<file path="src/rtl/riscv_pkg.sv">
// Shared core-wide constants and the fetch FIFO entry type.
package riscv_pkg;

  localparam int XLEN = 32;
  localparam int PC_STEP = 4;
  localparam logic [31:0] INSTR_NOP = 32'h0000_0013;

  typedef struct packed {
    logic [XLEN-1:0] pc;
    logic [XLEN-1:0] instr;
  } fetch_entry_t;

endpackage

</file>
<file path="src/rtl/fetch_fifo.sv">
// Registered {pc, instr} FIFO between instruction memory and decode.
// Occupancy is tracked by count; pointers simply wrap.
module fetch_fifo
  import riscv_pkg::*;
#(
  parameter int DEPTH = 4,
  localparam int PTR_W = $clog2(DEPTH),
  localparam int CNT_W = PTR_W + 1
) (
  input  logic              clk,
  input  logic              rst,
  input  logic              flush,
  input  logic              push,
  input  fetch_entry_t      push_entry,
  input  logic              pop,
  output logic [CNT_W-1:0]  count,
  output fetch_entry_t      head
);

  fetch_entry_t     mem_q [DEPTH];
  fetch_entry_t     mem_d [DEPTH];
  logic [PTR_W-1:0] wr_ptr_q, wr_ptr_d;
  logic [PTR_W-1:0] rd_ptr_q, rd_ptr_d;
  logic [CNT_W-1:0] count_q, count_d;

  always_comb begin
    mem_d    = mem_q;
    wr_ptr_d = wr_ptr_q;
    rd_ptr_d = rd_ptr_q;
    count_d  = count_q;
    if (flush) begin
      wr_ptr_d = '0;
      rd_ptr_d = '0;
      count_d  = '0;
    end else begin
      if (push) begin
        mem_d[wr_ptr_q] = push_entry;
        wr_ptr_d        = wr_ptr_q + PTR_W'(1);
      end
      if (pop) begin
        rd_ptr_d = rd_ptr_q + PTR_W'(1);
      end
      count_d = count_q + CNT_W'(push) - CNT_W'(pop);
    end
  end

  always_ff @(posedge clk or negedge rst) begin
    if (!rst) begin
      wr_ptr_q <= '0;
      rd_ptr_q <= '0;
      count_q  <= '0;
    end else begin
      wr_ptr_q <= wr_ptr_d;
      rd_ptr_q <= rd_ptr_d;
      count_q  <= count_d;
    end
  end

  // Storage carries no reset; the head is forced to zero whenever empty.
  always_ff @(posedge clk) begin
    mem_q <= mem_d;
  end

  assign count = count_q;
  assign head  = (count_q != '0) ? mem_q[rd_ptr_q] : '0;

endmodule

</file>
<file path="src/rtl/fetch_queue.sv">
// Fetch front end: PC generation, credit-limited request issue, in-order
// response capture and redirect flush with drop of in-flight responses.
module fetch_queue
  import riscv_pkg::*;
#(
  parameter int              DEPTH    = 4,
  parameter logic [XLEN-1:0] RESET_PC = 32'h0000_0000
) (
  input  logic            clk,
  input  logic            rst,
  input  logic            redirect_valid,
  input  logic [XLEN-1:0] redirect_pc,
  output logic            imem_req_valid,
  input  logic            imem_req_ready,
  output logic [XLEN-1:0] imem_req_addr,
  input  logic            imem_rsp_valid,
  input  logic [XLEN-1:0] imem_rsp_data,
  output logic            instr_valid,
  input  logic            instr_ready,
  output logic [XLEN-1:0] instr,
  output logic [XLEN-1:0] instr_pc
);

  localparam int CNT_W = $clog2(DEPTH) + 1;
  localparam int SUM_W = CNT_W + 1;

  logic [XLEN-1:0]  fetch_pc_q, fetch_pc_d;
  logic [XLEN-1:0]  rsp_pc_q, rsp_pc_d;
  logic [CNT_W-1:0] outstanding_q, outstanding_d;
  logic [CNT_W-1:0] drop_q, drop_d;
  logic [CNT_W-1:0] count;
  logic [XLEN-1:0]  redirect_aligned;
  logic             credit_ok, req_fire, rsp_push, pop;
  fetch_entry_t     head, push_entry;

  // A request may only issue if its response is guaranteed a FIFO slot.
  assign credit_ok        = ({1'b0, count} + {1'b0, outstanding_q}) < SUM_W'(DEPTH);
  assign imem_req_valid   = rst && !redirect_valid && credit_ok;
  assign imem_req_addr    = fetch_pc_q;
  assign req_fire         = imem_req_valid && imem_req_ready;
  assign instr_valid      = (count != '0) && !redirect_valid;
  assign pop              = instr_valid && instr_ready;
  assign instr            = head.instr;
  assign instr_pc         = head.pc;
  assign redirect_aligned = redirect_pc & ~XLEN'(3);
  assign push_entry       = '{pc: rsp_pc_q, instr: imem_rsp_data};

  always_comb begin
    fetch_pc_d    = fetch_pc_q;
    rsp_pc_d      = rsp_pc_q;
    drop_d        = drop_q;
    rsp_push      = 1'b0;
    outstanding_d = outstanding_q + CNT_W'(req_fire) - CNT_W'(imem_rsp_valid);
    if (req_fire) begin
      fetch_pc_d = fetch_pc_q + XLEN'(PC_STEP);
    end
    if (redirect_valid) begin
      // Everything still in flight after this cycle belongs to the old path.
      fetch_pc_d = redirect_aligned;
      rsp_pc_d   = redirect_aligned;
      drop_d     = outstanding_d;
    end else if (imem_rsp_valid) begin
      if (drop_q != '0) begin
        drop_d = drop_q - CNT_W'(1);
      end else begin
        rsp_push = 1'b1;
        rsp_pc_d = rsp_pc_q + XLEN'(PC_STEP);
      end
    end
  end

  always_ff @(posedge clk or negedge rst) begin
    if (!rst) begin
      fetch_pc_q    <= RESET_PC;
      rsp_pc_q      <= RESET_PC;
      outstanding_q <= '0;
      drop_q        <= '0;
    end else begin
      fetch_pc_q    <= fetch_pc_d;
      rsp_pc_q      <= rsp_pc_d;
      outstanding_q <= outstanding_d;
      drop_q        <= drop_d;
    end
  end

  fetch_fifo #(
    .DEPTH (DEPTH)
  ) u_fifo (
    .clk        (clk),
    .rst        (rst),
    .flush      (redirect_valid),
    .push       (rsp_push),
    .push_entry (push_entry),
    .pop        (pop),
    .count      (count),
    .head       (head)
  );

endmodule

</file>
<file path="config.mk">
export PLATFORM = sky130hd
export DESIGN_NAME = fetch_queue
export DESIGN_NICKNAME = d
export VERILOG_FILES = /design/src/rtl/riscv_pkg.sv /design/src/rtl/fetch_fifo.sv /design/src/rtl/fetch_queue.sv
export SDC_FILE = /design/constraint.sdc
export NUM_CORES = 1
export LEC_CHECK = 0
export CAP_MARGIN = 0
export CORE_AREA = 5 5 159 161
export DETAILED_ROUTE_END_ITERATION = 6
export DIE_AREA = 0 0 164 166
export GPL_ROUTABILITY_DRIVEN = 0
export GPL_TIMING_DRIVEN = 0
export PLACE_DENSITY = 0.84
export SLEW_MARGIN = 20
export SYNTH_ARGS = -nofsm -noshare
export SYNTH_HDL_FRONTEND = slang
export SYNTH_HIERARCHICAL = 1
export SYNTH_SLANG_ARGS = --single-unit
</file>
<file path="constraint.sdc">
create_clock -name clk -period 5.8 [get_ports clk]
set_input_delay 0.58 -clock clk [delete_from_list [all_inputs] [get_ports clk]]
set_output_delay 0.58 -clock clk [all_outputs]
set_load 0.05 [all_outputs]
</file>
**Word level (Yosys, flattened, before mapping)**

Index checks and enable logic that the tools add are counted.

- Memory bits (read-only): 0
- Register bits: 333
- Latch bits: 0
- Logic and storage cells: 73
- RAM bits: 0
- Output and inout port bits: 98
- Bits of input ports: 70
- Memories: 0

- Eq/ne operators: 1
- Add/sub/neg operators: 10
- Divide/modulo/power cells: 0
- $mul: 0
- Order comparisons: 4
- Reduce and logical (&&, ||, !) cells: 17
- Mux-type cells: 23
- Shifts and indexed selects: 0
- Bitwise gates (word level): 3

Operator list:

| kind | count |
|---|---|
| $bwmux 256 | 1 |
| $mux 64 | 4 |
| $mux 32 | 5 |
| $bmux 64 s2 | 1 |
| $demux 64 s2 | 1 |
| $add 32x3->32 const B | 2 |
| $mux 3 | 4 |
| $reduce_bool 2->1 | 5 |
| $mux 2 | 4 |
| $add 3x1->3 | 2 |
| $ge 3x3->1 const B | 2 |
| $logic_and 1x1->1 | 6 |
| $not 2->3 | 2 |
| $reduce_and 2->1 | 3 |
| $reduce_bool 3->1 | 2 |
| $sub 3x1->3 | 2 |
| $add 2x1->2 const B | 2 |
| $add 3x3->4 | 1 |
| $lt 4x3->1 const B | 1 |
| $lt 3x1->1 const B | 1 |
| $mux 1 | 3 |
| $sub 3x1->3 const B | 1 |
| $ne 2x2->1 const B | 1 |
| $logic_not 1->1 | 1 |
| $not 1->1 | 1 |

**Depth between registers and ports, before layout**

- Depth in word-level cells: 7
- Mapped depth: 12

**By module**

The synthesis kept the hierarchy.

By module, submodules not included:

| module | times used | sequential area each (um^2) | cells an instance | area each (um^2) |
|---|---|---|---|---|
| fetch_fifo | 1 | 7,862.5 | 444 | 10,121.0 |
| fetch_queue | 1 | 1,651.6 | 381 | 3,812.4 |

**Least setup slack after synthesis**

OpenSTA, ideal clock, no wires.

- Path kind: input port to flip-flop
- From: in redirect_valid
- To: reg u_fifo/mem_q[0] in the netlist's numbering (enable)
- Arrival time: 2.966 ns
- Buffers on the path: 2
- Setup slack: 2.405 ns
- Cell stages on the path: 5
- Path through: clkbuf_1 clkbuf_1 nor2_1 nor2b_1 and2_1

- Word-level cells in the longest chain between the ends: 2
- Elaborated cells on any way between the ends: 3
- Classes of those cells: mux: 1; bitwise: 1; reduce/logical: 1

Ends and longest elaborated chain:

| what | RTL line | RTL |
|---|---|---|
| start, declared | fetch_queue.sv:11 | `input logic redirect_valid,` |
| $mux 1 | fetch_queue.sv:57 | `if (redirect_valid) begin` |
| via rsp_push | fetch_queue.sv:33 | `logic credit_ok, req_fire, rsp_push, pop;` |
| $reduce_and 2->1 (no source line) | -- |  |
| end signal, assigned | fetch_fifo.sv:61 | `mem_q <= mem_d;` |
| end, declared | fetch_fifo.sv:20 | `fetch_entry_t mem_q [DEPTH];` |

The timed path passes the listed nets, and every way through them passes these cells.
A chain may end at the register's enable or synchronous reset.

**Worst setup path after layout**

- From: reg u_fifo.count_q[1] (netlist: u_fifo/count[1])
- To: out instr_pc[17]

- Word-level cells in the longest chain between the ends: 2

Ends and longest elaborated chain:

| what | RTL line | RTL |
|---|---|---|
| start, declared | fetch_fifo.sv:24 | `logic [CNT_W-1:0] count_q, count_d;` |
| start signal, assigned | fetch_fifo.sv:55 | `count_q <= count_d;` |
| $reduce_bool 3->1 | fetch_fifo.sv:65 | `assign head = (count_q != '0) ? mem_q[rd_ptr_q] : '0;` |
| $mux 64 | fetch_fifo.sv:65 |  |
| end, declared | fetch_queue.sv:21 | `output logic [XLEN-1:0] instr_pc` |

Every way passes these cells.

==> flow_metrics.tcl <==
set metrics [dict create \
    whs_ns 0.03782 \
    synth-xor-area-share_pct 3.305 \
    antenna_found_initial 0 \
    endpoint_kind "output pin" \
    drt-pass1-iter-count 5 \
    postCtsSetupBuffers 0 \
    path_common_cell "clkbuf_1" \
    cts_hold_buffers 0 \
    dpl.hpwl_mm 19.32 \
    post-route-period-util_pct 66.15 \
    drt_wl_total_mm 29.44 \
    setup_tns_ns 0 \
    drc_errors 0 \
    stdcell_area_um2 17290 \
    grt_max_degree 46 \
    cts_root_buf "clkbuf_16" \
    synth_area_per_cell_um2 16.89 \
    fmax_mhz 260.6 \
    status "finished, final reports clean" \
    vdd_ir_drop_max_uv 241.8 \
    core_area_um2 23820 \
    finClkSkew_ns 0.02639 \
    maxCapViolations 0 \
    fin_crit_ns 3.837 \
    yosysTopAreaCellShare_pct 55.17 \
    overflow 0 \
    grt.total_usage_pct 22.27 \
    routedWlPerCell_um 21.22 \
    dpl-instance-area_um2 16120 \
    synth_compound_area_share_pct 1.958 \
    worst-path-buf-inv 3 \
    rsz0062_at_grt "no" \
    vias_per_cell 5.750 \
    rows 57 \
    clock-sinks 329 \
    netlist_area_um2 13930 \
    synthSimpleGateAreaFrac_pct 9.761 \
    area_growth_pct 24.08 \
    hold_viol 0 \
    synth_flop_cell "edfxtp_1" \
    setup_viol 0 \
    crit_chain "or3_1, clkbuf_1, clkbuf_1, and2_1, clkdlybuf4s50_1" \
    synth_top_family_by_area "multiplexers" \
    crit_family "buffers and inverters" \
    die-height_um 166 \
    ctsResizeCount 0 \
    cp_data_required_time_ns 5.22 \
    finalMaxSlewViolations 0 \
    tritoncts "done" \
    ys_async_sr_fraction_pct 22.19 \
    cts_max_path_buffers 3 \
    critical_path_arrival_ns 3.26 \
    ios 168 \
    drive_gt1_share_pct 17.59 \
    grt_pass1_wl_mm 47.13 \
    yosys.area.top_type "edfxtp_1" \
    hp-class "input port to async pin" \
    max_stage_delay_ns 0.83 \
    synthTopCellsByArea "edfxtp_1, dfrtp_1, mux4_2, and2_1, mux2_2" \
    ys_warn_count 6 \
    cts.clk_slew.worst_paths_ns 0.06 \
    die_area_um2 27220 \
    nFillCells 1524 \
    clk_latency_ns 0.51 \
    synth-seq-area-share_pct 68.28 \
    nNetsFinal 1124 \
    slew_headroom_pct 29.57 \
    worstSetupPathType "flip-flop to output pin" \
    drt_iter0_drc 595 \
    htree_levels 2 \
    cts_buffers 34 \
    synthCells 825 \
    die_w_um 164 \
    power_density_nw_per_um2 435.0 \
    port_buffers 163 \
    diodes 0 \
    start_util_pct 58.49 \
    synth_most_common_cell "edfxtp_1" \
    synth_commonest_cells "edfxtp_1, dfrtp_1, and2_1" \
    vias 7975 \
    worst_slew_pin_slew_ns 1.048 \
    synth_cell_types 60 \
    reg2reg_slack_ns 2.49 \
    grt_pass1_vias 8421 \
    synth_edf_count 256 \
    total_leakage_power_uw 0.005893 \
    ys_seq_elements 329 \
    synth_fa_ha_area_share_pct 1.545 \
    start_kind "flip-flop" \
    synth.area.mux_share_pct 12.91 \
    critPathMaxFanout 10 \
    cpMaxStageDelayCell "clkdlybuf4s50_1" \
    antenna_left 0 \
]
==> layout by cell type (no fill, tap or decap), types with 4 or more instances in the layout <==
cell type and n:
and2_1 68, nand2_1 29, inv_1 19, conb_1 10
ha_1 14, nor4_1 6, a21boi_0 5, nand4_1 20
edfxtp_1 256, buf_4 6, clkdlybuf4s50_1 162, xnor2_1 30
clkbuf_1 28, bufinv_16 5, nand3_1 24, clkbuf_16 36
mux4_2 64, buf_2 6, clkinv_1 5, a21oi_1 8
and2_4 4, buf_12 7, nand2b_1 5, xor2_1 20
mux2_2 30, o21ai_0 10, and3_1 7, nor2_1 27
dfrtp_1 73, a31oi_1 6, or3_2 4, nor3_1 11
==> path summary, 6_finish.rpt <==
path | depth (start not counted) | start | end
setup / recovery | 5 | u_fifo/count[1] | instr_pc[17]
hold / removal | 1 | rst | imem_req_addr[16]
setup reg to reg | 12 | u_fifo/count[2] | drop_q[2]
hold reg to reg | 1 | outstanding_q[0] | outstanding_q[0]
max in group asynchronous | 2 | rst | rsp_pc_q[8]
min in group clk | 1 | outstanding_q[0] | outstanding_q[0]
==> routing by layer <==
metal	track usage, %	wire [um]	up-vias
li1	-	-	3587
met1	31.17	12220	4029
met2	36.67	14650	297
met3	3.996	1828	62
met4	5.981	737	0
met5	0	0	-
==> cells by family after synthesis <==
kind of cell / after synthesis
AND/OR/NAND/NOR: 233
flip-flops: 329
other: 1
adder cells (fa/ha/maj): 16
buffers and inverters: 57
XOR/XNOR: 51
AO/OA/AOI/OAI: 42
multiplexers: 96
==> metrics by stage <==
step	total power, uW	cells	utilization (%)	worst slack (ns)
floorplan	4484	834	-	2.405
detailed placement	5328	1326	67.67	1.795
global route	7828	1387	72.58	1.837
global placement	5297	1321	67.19	-0.4714
finish	7521	1387	72.58	1.963
CTS	7588	1387	72.58	1.961
==> sequential cells by signal, summed over array words and instances (netlist names) <==
name,cells
drop_q,3
u_fifo/rd_ptr_q,2
u_fifo/count,3
rsp_pc_q,30
u_fifo/mem_q,256
u_fifo/wr_ptr_q,2
outstanding_q,3
imem_req_addr,30
==> where the power goes <==
| part | switching [uW] | total [uW] | internal [uW] | leakage, uW |
|---|---|---|---|---|
| sequential | 116 | 2780 | 2670 | 0.00316 |
| clock | 860 | 2250 | 1390 | 0.000566 |
| combinational | 1580 | 2490 | 915 | 0.00217 |
==> area by class of cell <==
type	count	area (um^2)	area share (%)
Sequential cell	329	9514	55.03
Clock inverter	16	215.2	1.245
Timing Repair Buffer	168	1737	10.04
Inverter	20	75.07	0.4342
Tap cell	324	405.4	2.345
Buffer	37	232.7	1.346
Multi-Input combinational cell	448	4155	24.03
Clock buffer	45	954.7	5.522
(Power assumes the default switching activity.)
